[src/rtl/keypad_entry_if.sv]
// keypad_entry_if
//   Bundles the two handshakes around keypad_entry_ctrl:
//     - scanner side : key_in / key_ready in, key_ack out
//     - display side : entry_value / entry_digits / entry_overflow out
//     - operand side : value_out / value_valid / fifo_level out, value_ack in
//   slave  modport : the entry controller
//   master modport : whoever drives keys and pops operands (scanner + datapath / bench)
//   DIGITS and DEPTH must match the controller instance.
interface keypad_entry_if #(
  parameter int DIGITS = 4,
  parameter int DEPTH  = 4
);
  localparam int W  = 4 * DIGITS;
  localparam int DW = $clog2(DIGITS + 1);
  localparam int CW = $clog2(DEPTH + 1);

  logic [3:0]    key_in;
  logic          key_ready;
  logic          key_ack;
  logic [W-1:0]  entry_value;
  logic [DW-1:0] entry_digits;
  logic          entry_overflow;
  logic [W-1:0]  value_out;
  logic          value_valid;
  logic          value_ack;
  logic [CW-1:0] fifo_level;

  modport slave (
    input  key_in, key_ready, value_ack,
    output key_ack, entry_value, entry_digits, entry_overflow,
           value_out, value_valid, fifo_level
  );

  modport master (
    output key_in, key_ready, value_ack,
    input  key_ack, entry_value, entry_digits, entry_overflow,
           value_out, value_valid, fifo_level
  );
endinterface

[src/rtl/keypad_entry_ctrl.sv]
// keypad_entry_ctrl
//   Sits at the far end of the keypad scanner handshake. Each accepted key is
//   one of:
//     0-C (and D unless backspace is enabled) : append a hex digit
//     E                                       : clear the entry
//     F                                       : push the entry as an operand
//   Entered operands are queued in a DEPTH-deep FIFO popped via value_valid /
//   value_ack.
//
// Ports
//   clk, rst : system clock, synchronous active-high reset
//   kif      : keypad_entry_if.slave (key handshake, live entry, operand FIFO)
//
// Parameters
//   DIGITS : max hex digits per operand (>= 2), operand width W = 4*DIGITS
//   DEPTH  : operand FIFO depth, power of two, >= 2
//
// Build option
//   KEYPAD_ENTRY_BACKSPACE_EN : when defined, key D deletes the last digit
//                               instead of being entered as digit 0xD.
module keypad_entry_ctrl #(
  parameter int DIGITS = 4,
  parameter int DEPTH  = 4
) (
  input logic           clk,
  input logic           rst,
  keypad_entry_if.slave kif
);
  localparam int W  = 4 * DIGITS;
  localparam int DW = $clog2(DIGITS + 1);
  localparam int CW = $clog2(DEPTH + 1);
  localparam int PW = $clog2(DEPTH);

  localparam logic [3:0] KEY_CLR = 4'hE;
  localparam logic [3:0] KEY_ENT = 4'hF;
`ifdef KEYPAD_ENTRY_BACKSPACE_EN
  localparam logic [3:0] KEY_BS  = 4'hD;
`endif

  typedef enum logic {S_IDLE, S_ACK} state_t;

  // ---------------------------------------------------------------------------
  // State
  // ---------------------------------------------------------------------------
  state_t                    state_q, state_d;
  logic                      ack_q, ack_d;
  logic [W-1:0]              val_q, val_d;
  logic [DW-1:0]             dig_q, dig_d;
  logic                      ovf_q, ovf_d;

  logic [DEPTH-1:0][W-1:0]   mem_q;
  logic [PW-1:0]             wptr_q, wptr_d;
  logic [PW-1:0]             rptr_q, rptr_d;
  logic [CW-1:0]             cnt_q, cnt_d;

  // ---------------------------------------------------------------------------
  // Key decode
  // ---------------------------------------------------------------------------
  logic is_clr, is_ent, is_bs, is_dig;
  logic has_digits, entry_full;
  logic fifo_full, fifo_empty;
  logic stall, accept, push, pop;

  always_comb begin
    is_clr = (kif.key_in == KEY_CLR);
    is_ent = (kif.key_in == KEY_ENT);
`ifdef KEYPAD_ENTRY_BACKSPACE_EN
    is_bs  = (kif.key_in == KEY_BS);
`else
    is_bs  = 1'b0;
`endif
    is_dig = !is_clr && !is_ent && !is_bs;
  end

  assign has_digits = (dig_q != '0);
  assign entry_full = (dig_q >= DW'(DIGITS));
  assign fifo_full  = (cnt_q == CW'(DEPTH));
  assign fifo_empty = (cnt_q == '0);

  // Only a non-empty enter can need FIFO space; it uses the pre-edge level, so
  // a pop on the same edge frees the slot but the enter waits one more clock.
  assign stall  = is_ent && has_digits && fifo_full;
  assign accept = (state_q == S_IDLE) && kif.key_ready && !stall;
  assign pop    = !fifo_empty && kif.value_ack;

  // ---------------------------------------------------------------------------
  // Handshake FSM and entry accumulator
  // ---------------------------------------------------------------------------
  always_comb begin
    state_d = state_q;
    ack_d   = ack_q;
    val_d   = val_q;
    dig_d   = dig_q;
    ovf_d   = ovf_q;
    push    = 1'b0;

    unique case (state_q)
      S_IDLE: begin
        if (accept) begin
          state_d = S_ACK;
          ack_d   = 1'b1;
          if (is_clr) begin
            val_d = '0;
            dig_d = '0;
            ovf_d = 1'b0;
          end else if (is_ent) begin
            // Enter with an empty entry is acked but otherwise a no-op.
            if (has_digits) begin
              push  = 1'b1;
              val_d = '0;
              dig_d = '0;
              ovf_d = 1'b0;
            end
          end else if (is_bs) begin
            if (has_digits) begin
              val_d = val_q >> 4;
              dig_d = dig_q - DW'(1);
              ovf_d = 1'b0;
            end
          end else if (is_dig) begin
            if (!entry_full) begin
              val_d = {val_q[W-5:0], kif.key_in};
              dig_d = dig_q + DW'(1);
            end else begin
              ovf_d = 1'b1;
            end
          end
        end
      end
      S_ACK: begin
        // Hold ack until the scanner drops ready so one ready pulse is
        // exactly one key.
        if (!kif.key_ready) begin
          state_d = S_IDLE;
          ack_d   = 1'b0;
        end
      end
      default: begin
        state_d = S_IDLE;
        ack_d   = 1'b0;
      end
    endcase
  end

  // ---------------------------------------------------------------------------
  // Operand FIFO pointers / level
  // ---------------------------------------------------------------------------
  always_comb begin
    // Power-of-two depth lets the pointers wrap by plain overflow.
    wptr_d = push ? wptr_q + PW'(1) : wptr_q;
    rptr_d = pop  ? rptr_q + PW'(1) : rptr_q;
    unique case ({push, pop})
      2'b10:   cnt_d = cnt_q + CW'(1);
      2'b01:   cnt_d = cnt_q - CW'(1);
      default: cnt_d = cnt_q;
    endcase
  end

  // ---------------------------------------------------------------------------
  // Registers
  // ---------------------------------------------------------------------------
  always_ff @(posedge clk) begin
    if (rst) begin
      state_q <= S_IDLE;
      ack_q   <= 1'b0;
      val_q   <= '0;
      dig_q   <= '0;
      ovf_q   <= 1'b0;
      wptr_q  <= '0;
      rptr_q  <= '0;
      cnt_q   <= '0;
    end else begin
      state_q <= state_d;
      ack_q   <= ack_d;
      val_q   <= val_d;
      dig_q   <= dig_d;
      ovf_q   <= ovf_d;
      wptr_q  <= wptr_d;
      rptr_q  <= rptr_d;
      cnt_q   <= cnt_d;
    end
  end

  // Storage needs no reset: value_out is masked whenever the FIFO is empty.
  always_ff @(posedge clk) begin
    if (!rst && push) begin
      mem_q[wptr_q] <= val_q;
    end
  end

  // ---------------------------------------------------------------------------
  // Outputs
  // ---------------------------------------------------------------------------
  assign kif.key_ack        = ack_q;
  assign kif.entry_value    = val_q;
  assign kif.entry_digits   = dig_q;
  assign kif.entry_overflow = ovf_q;
  assign kif.value_valid    = !fifo_empty;
  assign kif.value_out      = fifo_empty ? '0 : mem_q[rptr_q];
  assign kif.fifo_level     = cnt_q;

endmodule
[src/flat_wrapper.sv]
// flat-port wrapper written by rule: the top's interface ports become plain ports
module keypad_entry_ctrl_flat 
#(
  parameter int DIGITS = 4,
  parameter int DEPTH  = 4
)
  (clk, rst, kif_key_in, kif_key_ready, kif_value_ack, kif_key_ack, kif_entry_value, kif_entry_digits, kif_entry_overflow, kif_value_out, kif_value_valid, kif_fifo_level);
  keypad_entry_if #(.DIGITS(DIGITS), .DEPTH(DEPTH)) kif_i ();
  input logic clk;
  input logic rst;
  input wire logic [$bits(kif_i.key_in)-1:0] kif_key_in;
  input wire logic [$bits(kif_i.key_ready)-1:0] kif_key_ready;
  input wire logic [$bits(kif_i.value_ack)-1:0] kif_value_ack;
  output wire logic [$bits(kif_i.key_ack)-1:0] kif_key_ack;
  output wire logic [$bits(kif_i.entry_value)-1:0] kif_entry_value;
  output wire logic [$bits(kif_i.entry_digits)-1:0] kif_entry_digits;
  output wire logic [$bits(kif_i.entry_overflow)-1:0] kif_entry_overflow;
  output wire logic [$bits(kif_i.value_out)-1:0] kif_value_out;
  output wire logic [$bits(kif_i.value_valid)-1:0] kif_value_valid;
  output wire logic [$bits(kif_i.fifo_level)-1:0] kif_fifo_level;
  assign kif_i.key_in = kif_key_in;
  assign kif_i.key_ready = kif_key_ready;
  assign kif_i.value_ack = kif_value_ack;
  assign kif_key_ack = kif_i.key_ack;
  assign kif_entry_value = kif_i.entry_value;
  assign kif_entry_digits = kif_i.entry_digits;
  assign kif_entry_overflow = kif_i.entry_overflow;
  assign kif_value_out = kif_i.value_out;
  assign kif_value_valid = kif_i.value_valid;
  assign kif_fifo_level = kif_i.fifo_level;
  keypad_entry_ctrl #(.DIGITS(DIGITS), .DEPTH(DEPTH)) u_core (.clk(clk), .rst(rst), .kif(kif_i));
endmodule
[config.mk]
export PLATFORM = sky130hd
export DESIGN_NAME = keypad_entry_ctrl_flat
export DESIGN_NICKNAME = d
export VERILOG_FILES = /design/src/rtl/keypad_entry_if.sv /design/src/rtl/keypad_entry_ctrl.sv /design/src/flat_wrapper.sv
export SDC_FILE = /design/constraint.sdc
export NUM_CORES = 1
export LEC_CHECK = 0
export ABC_AREA = 0
export BUFFER_PORTS_ARGS = -buffer_cell sky130_fd_sc_hd__buf_4
export CAP_MARGIN = 25
export CORE_MARGIN = 2
export CORE_UTILIZATION = 45
export DETAILED_ROUTE_END_ITERATION = 10
export HOLD_SLACK_MARGIN = 0.06
export PLACE_DENSITY = 0.77
export RECOVER_POWER = 100
export SLEW_MARGIN = 20
export SYNTH_ARGS = -nofsm -noshare
export SYNTH_HDL_FRONTEND = slang
export SYNTH_SLANG_ARGS = --single-unit
[constraint.sdc]
create_clock -name clk -period 5.4 [get_ports clk]
set_input_delay 0.81 -clock clk [delete_from_list [all_inputs] [get_ports clk]]
set_output_delay 0.81 -clock clk [all_outputs]
set_load 0.1 [all_outputs]
# Yosys cells after proc, flatten, opt, wreduce, memory -nomap -nowiden
# Index checks and enable logic that the tools add are counted.
[word_totals]
output_inout_bits = 41
input_bits = 8
ff_bits = 93
word_cells = 85
[op_classes]
n_reduce_logical = 21
bitwise_logic = 1
order_cmp = 4
n_addsub = 5
n_eq_ne = 9
n_mux = 33
[ops]
columns = ["operator", "count"]
rows = [
  ["$mux 16", 8],
  ["$bwmux 64", 1],
  ["$bmux 16 s2", 1],
  ["$demux 16 s2", 1],
  ["$mux 3", 5],
  ["$mux 1", 14],
  ["$reduce_and 5->1", 2],
  ["$reduce_bool 3->1", 3],
  ["$eq 4x4->1 const B", 2],
  ["$logic_and 1x1->1", 8],
  ["$add 3x1->3 const B", 2],
  ["$lt 2x3->1 const B", 2],
  ["$pmux 3 s2", 1],
  ["$logic_not 1->1", 5],
  ["$add 2x1->2 const B", 2],
  ["$pmux 1 s2", 2],
  ["$eq 3x3->1 const B", 1],
  ["$ge 3x3->1 const B", 1],
  ["$logic_not 3->1", 1],
  ["$ne 3x1->1 const B", 1],
  ["$ne 3x2->1 const B", 1],
  ["$sub 3x1->3 const B", 1],
  ["$eq 2x1->1 const B", 1],
  ["$eq 2x2->1 const B", 1],
  ["6 further kinds", 6],
]

# Logic depth before layout (Yosys ltp)
[depth]
depth_word = 9
mapped_depth = 11
mapped_depth_nobuf = 11

# Worst setup path before layout
# No wires, ideal clock.
[synth_path]
path_type = "reg2out"
startpoint = "register u_core.cnt_q[0] (netlist: u_core.kif.fifo_level[0])"
endpoint = "output port kif_value_out[10]"
t_arrival_ps = 3289
t_required_ps = 4590
path_stages_with_launch = 5
setup_slack_ps = 1301
path_cell_list = "dfxtp_1 or3_1 clkbuf_1 clkbuf_1 and2_1"
[synth_via]
elab_chain_len = 2
[synth_rtl]
columns = ["item", "line", "text"]
rows = [
  ["from (decl)", "keypad_entry_ctrl.sv:54", "logic [CW-1:0] cnt_q, cnt_d;"],
  ["from (signal assigned)", "keypad_entry_ctrl.sv:180", "cnt_q <= cnt_d;"],
  ["$logic_not 3->1", "keypad_entry_ctrl.sv:78", "assign fifo_empty = (cnt_q == '0);"],
  ["$mux 16", "keypad_entry_ctrl.sv:199", "assign kif.value_out = fifo_empty ? '0 : mem_q[rptr_q];"],
  ["to (decl)", "flat_wrapper.sv:18", "output wire logic [$bits(kif_i.value_out)-1:0] kif_value_out;"],
]
# No other way between the ends.

# Worst setup path in the final report
[layout_path]
startpoint = "register u_core.rptr_q[0]"
endpoint = "output port kif_value_out[3]"
[layout_via]
elab_chain_len = 3
[layout_rtl]
columns = ["item", "line", "text"]
rows = [
  ["from (decl)", "keypad_entry_ctrl.sv:53", "logic [PW-1:0] rptr_q, rptr_d;"],
  ["from (signal assigned)", "keypad_entry_ctrl.sv:179", "rptr_q <= rptr_d;"],
  ["$bmux 16 s2", "keypad_entry_ctrl.sv:199", ""],
  ["$mux 16 (implied by the code)", "keypad_entry_ctrl.sv:199", ""],
  ["$mux 16", "keypad_entry_ctrl.sv:199", ""],
]
# No other way between the ends. The select of a mux whose other input is x is not followed.

==> out/qor.yml <==
status:
  outcome: "complete, no violations"
setup_path:
  rr_endpoint: "u_core.mem_q[57]"
  crit_arrival_ps: 3080
  timing.setup.critical_path_class: "flip-flop to primary output"
  startpoint: "u_core.rptr_q[0]"
  cp-endpoint: "kif_value_out[3]"
  path_max_fanout: 10
  cp_data_required_time_ps: 4590
  r2r_start: "u_core.kif.entry_digits[0]"
  worst-r2r-setup-slack_ps: 2280
  endpoint_kind: "primary output"
  r2r_cells: 7
  critPathLaunchType: "flip-flop"
clocking:
  cts_buffer_depth: 2
  cts_buffers: 9
  ctsHoldBuffers: 0
  cts_resized: 0
  cts_tree: "done"
  clock_sinks: 93
  cts_max_level: 3
  cts_setup_buffers: 0
  clk_pin_slew_ps: 90
  clk_latency_ps: 370
  clockRootBuffer: "clkbuf_8"
sta:
  setup_viol: 0
  fmax_mhz: 256.8
  fin_crit_ps: 3894
  worst_pin_slew_ps: 1452
  finalClockSkew_ps: 11.04
  setup_tns_ps: 0
  rsz0062_at_grt: "false"
  hold_violations: 0
  hold_slack_ps: 502.9
  final-max-slew-violation-count: 0
  fin_crit_sh_pct: 72.11
  slew_headroom_pct: 3.197
power_and_ir_drop:
  p_total_mw: 1.291
  powerDensity_mw_per_mm2: 306.7
  power.leakage_nw: 1.331
  vdd_ir_drop_max_mv: 0.1615
worst_hold_path:
  hp-start: "u_core.kif.key_ack"
  hold_path.class: "flip-flop to flip-flop"
floorplanning:
  die_h_um: 95.97
  ioPinCount: 49
  rows: 33
  die_x_um: 95.97
  die_area_mm2: 0.009209
  start_util_pct: 46.32
  core-area_mm2: 0.008217
cells_and_area:
  antenna_cells: 0
  multiInputGateArea_mm2: 0.001145
  fin_cells: 419
  drive_gt1_share_pct: 13.06
  regArea_mm2: 0.002502
  fillers: 734
  num-nets-final: 325
  area_growth_pct: 10.62
flow_run:
  maxCapViolCount: 0
detailed_routing:
  firstDrtPassIters: 4
  vias_per_cell: 5.468
  drt-initial-drc-count: 113
  totalWireLength_um: 7269
  num_vias: 2291
  ant_nets: 0
  drcViolationCount: 0
  wl_per_cell_um: 17.35
yosys:
  synthCells: 263
  async_reset_ff_share_pct: 0
  synthesis.area_mm2: 0.003806
  seq_area_frac_synth_pct: 65.75
  synth-edff-count: 64
  ys_warn_count: 0
  syn_area_per_cell_um2: 14.47
  synth_seq_cells: 93
  synth_cell_type_count: 37
  synth_top_flop_cell: "edfxtp_1"
  mappedNetlistNets: 279
placement:
  hpwl_um: 4806
  io_buffers: 48
  place_inst: 403
  gp_congestion: 0.7704
global_routing:
  overflow: 0
  first_global_vias: 2132
  grt_util_all_layers_pct: 17.14
  antenna_found_initial: 0
  grt_max_degree: 30
  grt_pass1_wl_um: 11390
==> sequential cells by signal, summed over array words and instances, names as in the netlist <==
| name | cells |
|---|---|
| u_core.mem_q | 64 |
| u_core.kif.entry_value | 16 |
| u_core.kif.entry_digits | 3 |
| u_core.kif.fifo_level | 3 |
| u_core.rptr_q | 2 |
| u_core.wptr_q | 2 |
| u_core.kif.entry_overflow | 1 |
| u_core.kif.key_ack | 1 |
| u_core.state_q | 1 |
==> layout make-up <==
class / count / area share [%]
Clock inverter: 7 / 1.516
Multi-Input combinational cell: 147 / 27.19
Inverter: 9 / 0.8024
Timing Repair Buffer: 49 / 4.993
Tap cell: 105 / 3.120
Clock buffer: 9 / 2.942
Sequential cell: 93 / 59.44
==> critical path, stage by stage, from the launching register on <==
cell and delay (ps):
dfxtp_1 670, clkbuf_1 690, mux4_2 370, and2_1 130, clkbuf_1 860
==> cells in the mapped netlist (all sizes together) (2+ instances only) <==
library cell / instances / share of area (%)
and2: 21 / 3.5
o21ai: 21 / 2.8
nor2b: 3 / 0.49
buf: 7 / 1.5
mux4: 16 / 9.5
dfxtp: 29 / 15
or3: 2 / 0.33
xor2: 3 / 0.69
inv: 9 / 0.89
clkbuf: 7 / 0.95
nor3b: 2 / 0.53
nand3: 21 / 2.9
a31oi: 2 / 0.33
edfxtp: 64 / 50
nor2: 8 / 0.99
ha: 7 / 2.3
a21oi: 24 / 3.5
nand2: 7 / 0.69
==> placed cells by master, fill, tap and decap left out, drive strengths merged, types with 7 or more instances in the layout <==
master	count
a21oi	24
and2	21
buf	7
clkbuf	51
dfxtp	29
edfxtp	64
ha	7
inv	13
mux4	16
nand2	7
nand3	21
nor2	8
o21ai	21
==> metrics by stage <==
step / worst slack, ps / utilization, % / cell area (um2)
3_5_place_dp: 2580 / 51.24 / 4210
5_1_grt: 1234 / 51.24 / 4210
3_3_place_gp: 2648 / 51.24 / 4210
2_1_floorplan: 1301 / - / 3806
6_report: 1506 / 51.24 / 4210
4_1_cts: 2219 / 53.53 / 4398
==> how the worst min path moves through the flow <==
stage,end,cells after the start
final,u_core.kif.key_ack,2
after global routing,u_core.kif.key_ack,2
after CTS,u_core.kif.key_ack,2
after detailed placement,u_core.kif.entry_overflow,2
after global placement,u_core.kif.key_ack,2
after floorplan,u_core.wptr_q[0],2
==> power breakdown <==
group	internal (mW)	switching [mW]	total [mW]
Clock	0.179	0.261	0.440
Combinational	0.0148	0.0693	0.0841
Sequential	0.760	0.00802	0.768
==> cell families after synthesis <==
group,share of synthesized area [%]
DFF,65.75
and+or+nand+nor,10.45
AOI/OAI and AO/OA,7.199
buffers and inverters,3.386
muxes,9.468
adders and majority gates,2.827
xor gates and xnor gates,0.9206
==> layer usage <==
metal	part of all wire (%)	global-route usage [%]
met3	4.3	3.915
met1	45	23.01
met2	49	27.16
met4	1.8	6.905
met5	0	0
Power figures use the tool's default switching activity.
